===== config.mk =====
export PLATFORM = sky130hd
export DESIGN_NAME = fade_frame_source
export DESIGN_NICKNAME = d
export VERILOG_FILES = /design/src/rtl/fade_frame_source.sv
export SDC_FILE = /design/constraint.sdc
export NUM_CORES = 1
export LEC_CHECK = 0
export CAP_MARGIN = 20
export CORE_MARGIN = 3
export CORE_UTILIZATION = 40
export CTS_BUF_LIST = sky130_fd_sc_hd__clkbuf_8
export DETAILED_ROUTE_END_ITERATION = 10
export GPL_TIMING_DRIVEN = 1
export PLACE_DENSITY = 0.54
export SYNTH_ARGS = -nofsm -noshare
export SYNTH_HDL_FRONTEND = slang
export SYNTH_SLANG_ARGS = --single-unit

===== constraint.sdc =====
create_clock -name clk -period 3.15 [get_ports clk]
set_input_delay 0.315 -clock clk [delete_from_list [all_inputs] [get_ports clk]]
set_output_delay 0.315 -clock clk [all_outputs]
set_load 0.005 [all_outputs]

===== src/rtl/fade_frame_source.sv =====
// fade_frame_source
// AXI-Stream frame transmitter that sits in front of the fade IFFT core.
// A frame of N complex bins is held in an internal RAM that is loaded
// through a simple write port while the block is idle. A start pulse
// latches a transform-config word and sends it once on the config
// channel. The frame is then streamed on the data channel, with tlast on
// bin N-1. In continuous mode frames repeat with a single idle cycle
// between them.
//
// Ports:
//   clk, reset              clock, synchronous active-high reset
//   start, continuous       run control (continuous sampled at frame end)
//   cfg_word                config word latched on an accepted start
//   wr_en/wr_addr/wr_data   bin RAM write port ({imag, real})
//   wr_err                  pulse: a write was dropped because busy
//   m_axis_config_*         config channel (single beat per run)
//   m_axis_data_*           data channel, tlast on bin N-1
//   busy                    high in any state except IDLE
//   frame_done              pulse on the cycle after the tlast beat
//   frame_count             frames completed since reset (wraps)
module fade_frame_source #(
    parameter int N_LOG2 = 5,
    parameter int DATA_W = 16,
    parameter int CFG_W  = 16
) (
    input  logic                clk,
    input  logic                reset,
    input  logic                start,
    input  logic                continuous,
    input  logic [CFG_W-1:0]    cfg_word,
    input  logic                wr_en,
    input  logic [N_LOG2-1:0]   wr_addr,
    input  logic [2*DATA_W-1:0] wr_data,
    output logic                wr_err,
    output logic [CFG_W-1:0]    m_axis_config_tdata,
    output logic                m_axis_config_tvalid,
    input  logic                m_axis_config_tready,
    output logic [2*DATA_W-1:0] m_axis_data_tdata,
    output logic                m_axis_data_tvalid,
    input  logic                m_axis_data_tready,
    output logic                m_axis_data_tlast,
    output logic                busy,
    output logic                frame_done,
    output logic [15:0]         frame_count
);

    localparam int N  = 1 << N_LOG2;
    localparam int BW = 2 * DATA_W;

    typedef enum logic [1:0] {IDLE, CFG, STREAM, DRAIN} state_t;

    state_t              state_q, state_d;
    logic [CFG_W-1:0]    cfg_q, cfg_d;
    logic [N_LOG2-1:0]   rd_idx_q, rd_idx_d;
    logic                rd_pend_q, rd_pend_d;
    logic                rd_last_q, rd_last_d;
    logic [BW-1:0]       slot0_q, slot0_d, slot1_q, slot1_d;
    logic                last0_q, last0_d, last1_q, last1_d;
    logic [1:0]          cnt_q, cnt_d;
    logic                frame_done_q, frame_done_d;
    logic                wr_err_q, wr_err_d;
    logic [15:0]         frame_count_q, frame_count_d;

    logic [BW-1:0]       mem [N];
    logic [BW-1:0]       rd_data_q;

    logic                data_valid;
    logic                pop;
    logic                issue;
    logic [2:0]          occ;
    logic [1:0]          fill;

    // Bin RAM: writes only while idle, synchronous read for the prefetcher.
    always_ff @(posedge clk) begin
        if (wr_en && state_q == IDLE) begin
            mem[wr_addr] <= wr_data;
        end
        if (issue) begin
            rd_data_q <= mem[rd_idx_q];
        end
    end

    // Reads are issued ahead of the output, including during CFG and
    // DRAIN, so the 2-entry buffer is already primed when streaming starts
    // or resumes. A read is only issued if its data will have a free slot
    // when it lands one cycle later: buffered + in-flight - leaving < 2.
    always_comb begin
        data_valid = (state_q == STREAM) && (cnt_q != 2'd0);
        pop        = data_valid && m_axis_data_tready;
        occ        = {1'b0, cnt_q} + {2'b0, rd_pend_q} - {2'b0, pop};
        issue      = (state_q != IDLE) && (occ < 3'd2);
        fill       = cnt_q - {1'b0, pop};

        state_d       = state_q;
        cfg_d         = cfg_q;
        rd_idx_d      = issue ? rd_idx_q + 1'b1 : rd_idx_q;
        rd_pend_d     = issue;
        rd_last_d     = &rd_idx_q;
        slot0_d       = slot0_q;
        slot1_d       = slot1_q;
        last0_d       = last0_q;
        last1_d       = last1_q;
        cnt_d         = fill + {1'b0, rd_pend_q};
        frame_done_d  = 1'b0;
        wr_err_d      = wr_en && (state_q != IDLE);
        frame_count_d = frame_count_q;

        // Head always lives in slot0; a pop shifts slot1 down, and the
        // landing read goes into the first free slot after the pop.
        if (pop) begin
            slot0_d = slot1_q;
            last0_d = last1_q;
        end
        if (rd_pend_q) begin
            if (fill == 2'd0) begin
                slot0_d = rd_data_q;
                last0_d = rd_last_q;
            end else begin
                slot1_d = rd_data_q;
                last1_d = rd_last_q;
            end
        end

        unique case (state_q)
            IDLE: begin
                if (start) begin
                    state_d  = CFG;
                    cfg_d    = cfg_word;
                    rd_idx_d = '0;
                end
            end
            CFG: begin
                if (m_axis_config_tready) begin
                    state_d = STREAM;
                end
            end
            STREAM: begin
                if (pop && last0_q) begin
                    state_d       = DRAIN;
                    frame_done_d  = 1'b1;
                    frame_count_d = frame_count_q + 16'd1;
                end
            end
            DRAIN: begin
                // Prefetched bins of the next frame are kept when looping,
                // and discarded when returning to idle.
                if (continuous) begin
                    state_d = STREAM;
                end else begin
                    state_d   = IDLE;
                    cnt_d     = 2'd0;
                    rd_pend_d = 1'b0;
                    rd_idx_d  = '0;
                end
            end
            default: state_d = IDLE;
        endcase
    end

    always_ff @(posedge clk) begin
        if (reset) begin
            state_q       <= IDLE;
            cfg_q         <= '0;
            rd_idx_q      <= '0;
            rd_pend_q     <= 1'b0;
            rd_last_q     <= 1'b0;
            slot0_q       <= '0;
            slot1_q       <= '0;
            last0_q       <= 1'b0;
            last1_q       <= 1'b0;
            cnt_q         <= 2'd0;
            frame_done_q  <= 1'b0;
            wr_err_q      <= 1'b0;
            frame_count_q <= 16'd0;
        end else begin
            state_q       <= state_d;
            cfg_q         <= cfg_d;
            rd_idx_q      <= rd_idx_d;
            rd_pend_q     <= rd_pend_d;
            rd_last_q     <= rd_last_d;
            slot0_q       <= slot0_d;
            slot1_q       <= slot1_d;
            last0_q       <= last0_d;
            last1_q       <= last1_d;
            cnt_q         <= cnt_d;
            frame_done_q  <= frame_done_d;
            wr_err_q      <= wr_err_d;
            frame_count_q <= frame_count_d;
        end
    end

    assign m_axis_config_tdata  = cfg_q;
    assign m_axis_config_tvalid = (state_q == CFG);
    assign m_axis_data_tdata    = slot0_q;
    assign m_axis_data_tvalid   = data_valid;
    assign m_axis_data_tlast    = data_valid && last0_q;
    assign busy                 = (state_q != IDLE);
    assign frame_done           = frame_done_q;
    assign frame_count          = frame_count_q;
    assign wr_err               = wr_err_q;

endmodule


==> results.md <==
* Status: finished clean
* Sw frac at 0.248
* Reg2Reg Depth at 6
* GRT overflow at 0
* Max-Cap Viols at 0
* Critical Path RT at 2.83 ns
* Placed cell area at approximately 49,000 um2
* Htree depth at 4
* Final WS setup at approximately 0.26 ns
* Comb power frac at 0.116
* Total Neg Setup Slack at 0 ns
* Psw at between 8 and 9 mW
* Total number of vias at ~23,000
* Core Rows at 122
* Reg-to-reg startpoint: rd_idx_q[2]
* Synthesized cell area at 45,000 um2
* Syn. warnings at 0
* Post-synthesis sequential area ratio at 0.754
* Unrepaired setup endpoints after global routing: no
* Reg2Reg Setup Slack at approximately 0.33 ns
* Hold WC Path Type: primary input to flop
* Fillers at around 9,400
* F_max at between 0.3 and 0.4 GHz
* First-pass GRT wire length at ~170,000 um
* Crit Path Category: flop to output pin
* CTS tree: yes
* DIE HEIGHT at 341 um
* Initial Util at 0.405
* Core Area at roughly 110,000 um2
* Number of CTS-inserted buffers at 187
* CP cell instances: inv_1 > ha_1 > buf_4 > inv_1 > clkdlybuf4s50_1
* Yosys reg bits at between 1,000 and 1,500
* Die Area at 117,000 um2
* Drt first pass iters at 5
* Clk pwr share at 0.349
* Synth-to-layout area growth at 17.6%
* Critical Path Start: state_q[0]
* FF/Latch Area at ~34,000 um2
* Num ports at 130
* Routed Antenna Nets at 0
* Synth unique cells at 52
* Die Width at around 340 um
* CTS Sinks at 1,167
* Final period util at 0.917
* Final Hold Violating Endpoints at 0
* Worst Path Max Fanout at 8
* Final GP Congestion at 0.804
* Vias in the first global route at 24,500
* Syn avg cell area at roughly 19 um2
* Flop pwr share at 0.535
* Worst setup EP type: output pin
* Worst path max stage delay at around 0.56 ns
* Starting DRT DRC Count at ~2,100
* Pint at approximately 25 mW
* Placement Setup Slack at 0.324 ns
* Worst setup SP type: flop
* Initial antenna violation count at 7
* Power Dens Cells at 632 nW/um2
* Slew @ Worst Pin at roughly 1.1 ns
* Nets@finish at roughly 2,800
* Clock transition at path regs at 0.06 ns
* Layout cells sized above 1 at 0.241
* Max Root-Sink Buffers at 3
* VDD IR max at approximately 0.38 mV
* Post-Layout Cell Count at ~4,300
* Post-DP HPWL at 68,700 um
* Multi-input gate area at 10,500 um2
* CTS root buf: clkbuf_8
* P_leak at between 15 and 20 nW
* Endpoints failing setup at 0
* Design area at between 50,000 and 60,000 um2
* Remaining DRCs at 0
* Capture point of the worst reg-to-reg path: rd_data_q[29]
* Placed cell count at about 4,000
* Worst-skew pair later-pin latency at 0.85 ns
* Most frequent cells in the layout: edfxtp_1, mux2i_1, clkbuf_8, mux4_2, clkdlybuf4s50_1
* Pin count of the biggest net entering global routing at 67
* Slowest CP cell: clkdlybuf4s50_1
* IO Port Bufs at around 130
* GRT Overall Usage at 0.200
* Post-CTS Setup Inserts at 0
* Min Clock Period, post-route at about 2.9 ns
* Commonest non-fill, non-tap cell in the layout: edfxtp_1
* Worst endpoint data arrival time at about 2.6 ns
* Vias/cell at between 5 and 6
* Most used cell, CP: inv_1
* Critical Path Sink: busy
* WL/cell at between 20 and 30 um
* Gate Count Post-Synth at 2,327
* Final WL at roughly 120,000 um
* Slew Limit Fails at 0
* Worst rel slew slack at 0.282
* Syn_nets at 2,397
* Final Skew at 0.0347 ns
==> how the worst min path moves through the flow <==
stage	from	to	slack (ns)	depth (start not counted)
5_1_grt	cfg_word[13]	m_axis_config_tdata[13]	0.08	3
4_1_cts	cfg_word[13]	m_axis_config_tdata[13]	0.008	3
2_1_floorplan	wr_data[0]	mem[0][0]	0.41	0
3_5_place_dp	m_axis_config_tdata[8]	m_axis_config_tdata[8]	0.45	2
6_report	cfg_word[13]	m_axis_config_tdata[13]	0.11	3
3_3_place_gp	m_axis_config_tdata[5]	m_axis_config_tdata[5]	0.44	2
==> worst max-delay path, delay by kind of cell (launching register included) <==
family / cells / cell delay (ns)
fa+ha+maj: 1 / 0.28
buf+inv: 4 / 1.05
flops: 1 / 0.42
==> synth_stat cells, drive strengths merged <==
cell type,n,share of area
ha,9,0.0025
and4,1,0.00019
nand4b,1,0.00019
a22oi,14,0.0023
o21ai,4,0.00044
mux2i,226,0.050
a21o,3,0.00050
or2,28,0.0039
inv,14,0.0012
edfxtp,1056,0.70
and3,2,0.00028
nor4,4,0.00056
a21oi,83,0.0092
o21a,1,0.00017
o22ai,5,0.00070
buf,84,0.014
o221ai,32,0.0062
fa,1,0.00044
a31o,1,0.00019
mux4,192,0.097
and3b,1,0.00019
o2111ai,1,0.00033
clkbuf,47,0.0040
or3b,3,0.00058
or3,8,0.0011
a221oi,1,0.00019
nand3,9,0.0010
nor2,153,0.013
and2,1,0.00014
a2bb2oi,27,0.0053
mux2,28,0.0070
dfxtp,111,0.049
nor3b,1,0.00017
o211ai,28,0.0048
nor2b,4,0.00056
xor2,4,0.00078
a211oi,38,0.0063
a21bo,1,0.00022
nor3,6,0.00067
nand2,71,0.0059
nand3b,5,0.00083
nand4,7,0.00097
xnor2,10,0.0019
o211a,1,0.00022
==> repair_timing <==
action	4_1_cts	5_1_grt
setup endpoints to repair	0	0
hold endpoints to repair	46	0
hold buffers	16	0
gates resized for setup	0	0
==> power by group through the flow <==
stage | Clock, mW | Combinational, mW | Sequential, mW
floorplan | 0 | 2.35 | 18.1
detailed placement | 0 | 3.93 | 18.2
global placement | 0 | 3.86 | 18.2
global route | 12.8 | 4.23 | 18.0
CTS | 12.0 | 3.96 | 17.9
finish | 11.7 | 3.88 | 17.9
==> per-layer routing <==
metal / up-vias / part of all wire / track usage / wire, um
li1: 10200 / - / - / -
met4: 2 / 0.020 / 0.0550 / 2300
met5: - / 0.00013 / 0 / 15
met2: 708 / 0.48 / 0.323 / 55600
met3: 179 / 0.058 / 0.0403 / 6710
met1: 12300 / 0.44 / 0.276 / 50800
==> metrics by stage <==
| stage | total power [mW] | hold WS, ns | utilization |
|---|---|---|---|
| 2_1_floorplan | 20.4 | 0.414 | - |
| 3_3_place_gp | 22.1 | 0.444 | 0.444 |
| 3_5_place_dp | 22.2 | 0.449 | 0.444 |
| 4_1_cts | 33.9 | 0.00784 | 0.476 |
| 6_report | 33.5 | 0.106 | 0.476 |
| 5_1_grt | 34.9 | 0.0798 | 0.476 |
==> flip-flops by register name (all words and copies together), names as in the netlist <==
name and count:
slot1_q 32, frame_done 1, rd_last_q 1, mem 1024
cnt_q 2, wr_err 1, last0_q 1, m_axis_config_tdata 16
rd_pend_q 1, frame_count 16, last1_q 1, rd_data_q 32
rd_idx_q 5, m_axis_data_tdata 32, state_q 2
==> layout make-up <==
cell class	instances	area share
repair buffers	313	0.0611
clock buffers	194	0.0504
clock inverters	146	0.0128
well taps	1488	0.0352
inverters	14	0.000993
flip-flops and latches	1167	0.641
diodes	6	0.000284
multi-input cells	1015	0.198
==> logic make-up after synthesis <==
logic type / Yosys count / share of synthesized area
buffers and inverters: 145 / 0.0189
adders and majority gates: 10 / 0.00295
DFF: 1167 / 0.754
AOI/OAI and AO/OA: 240 / 0.0371
and+or+nand+nor: 305 / 0.0300
xor gates and xnor gates: 14 / 0.00272
muxes: 446 / 0.154
Note: power is estimated with default switching activity, not from simulation.
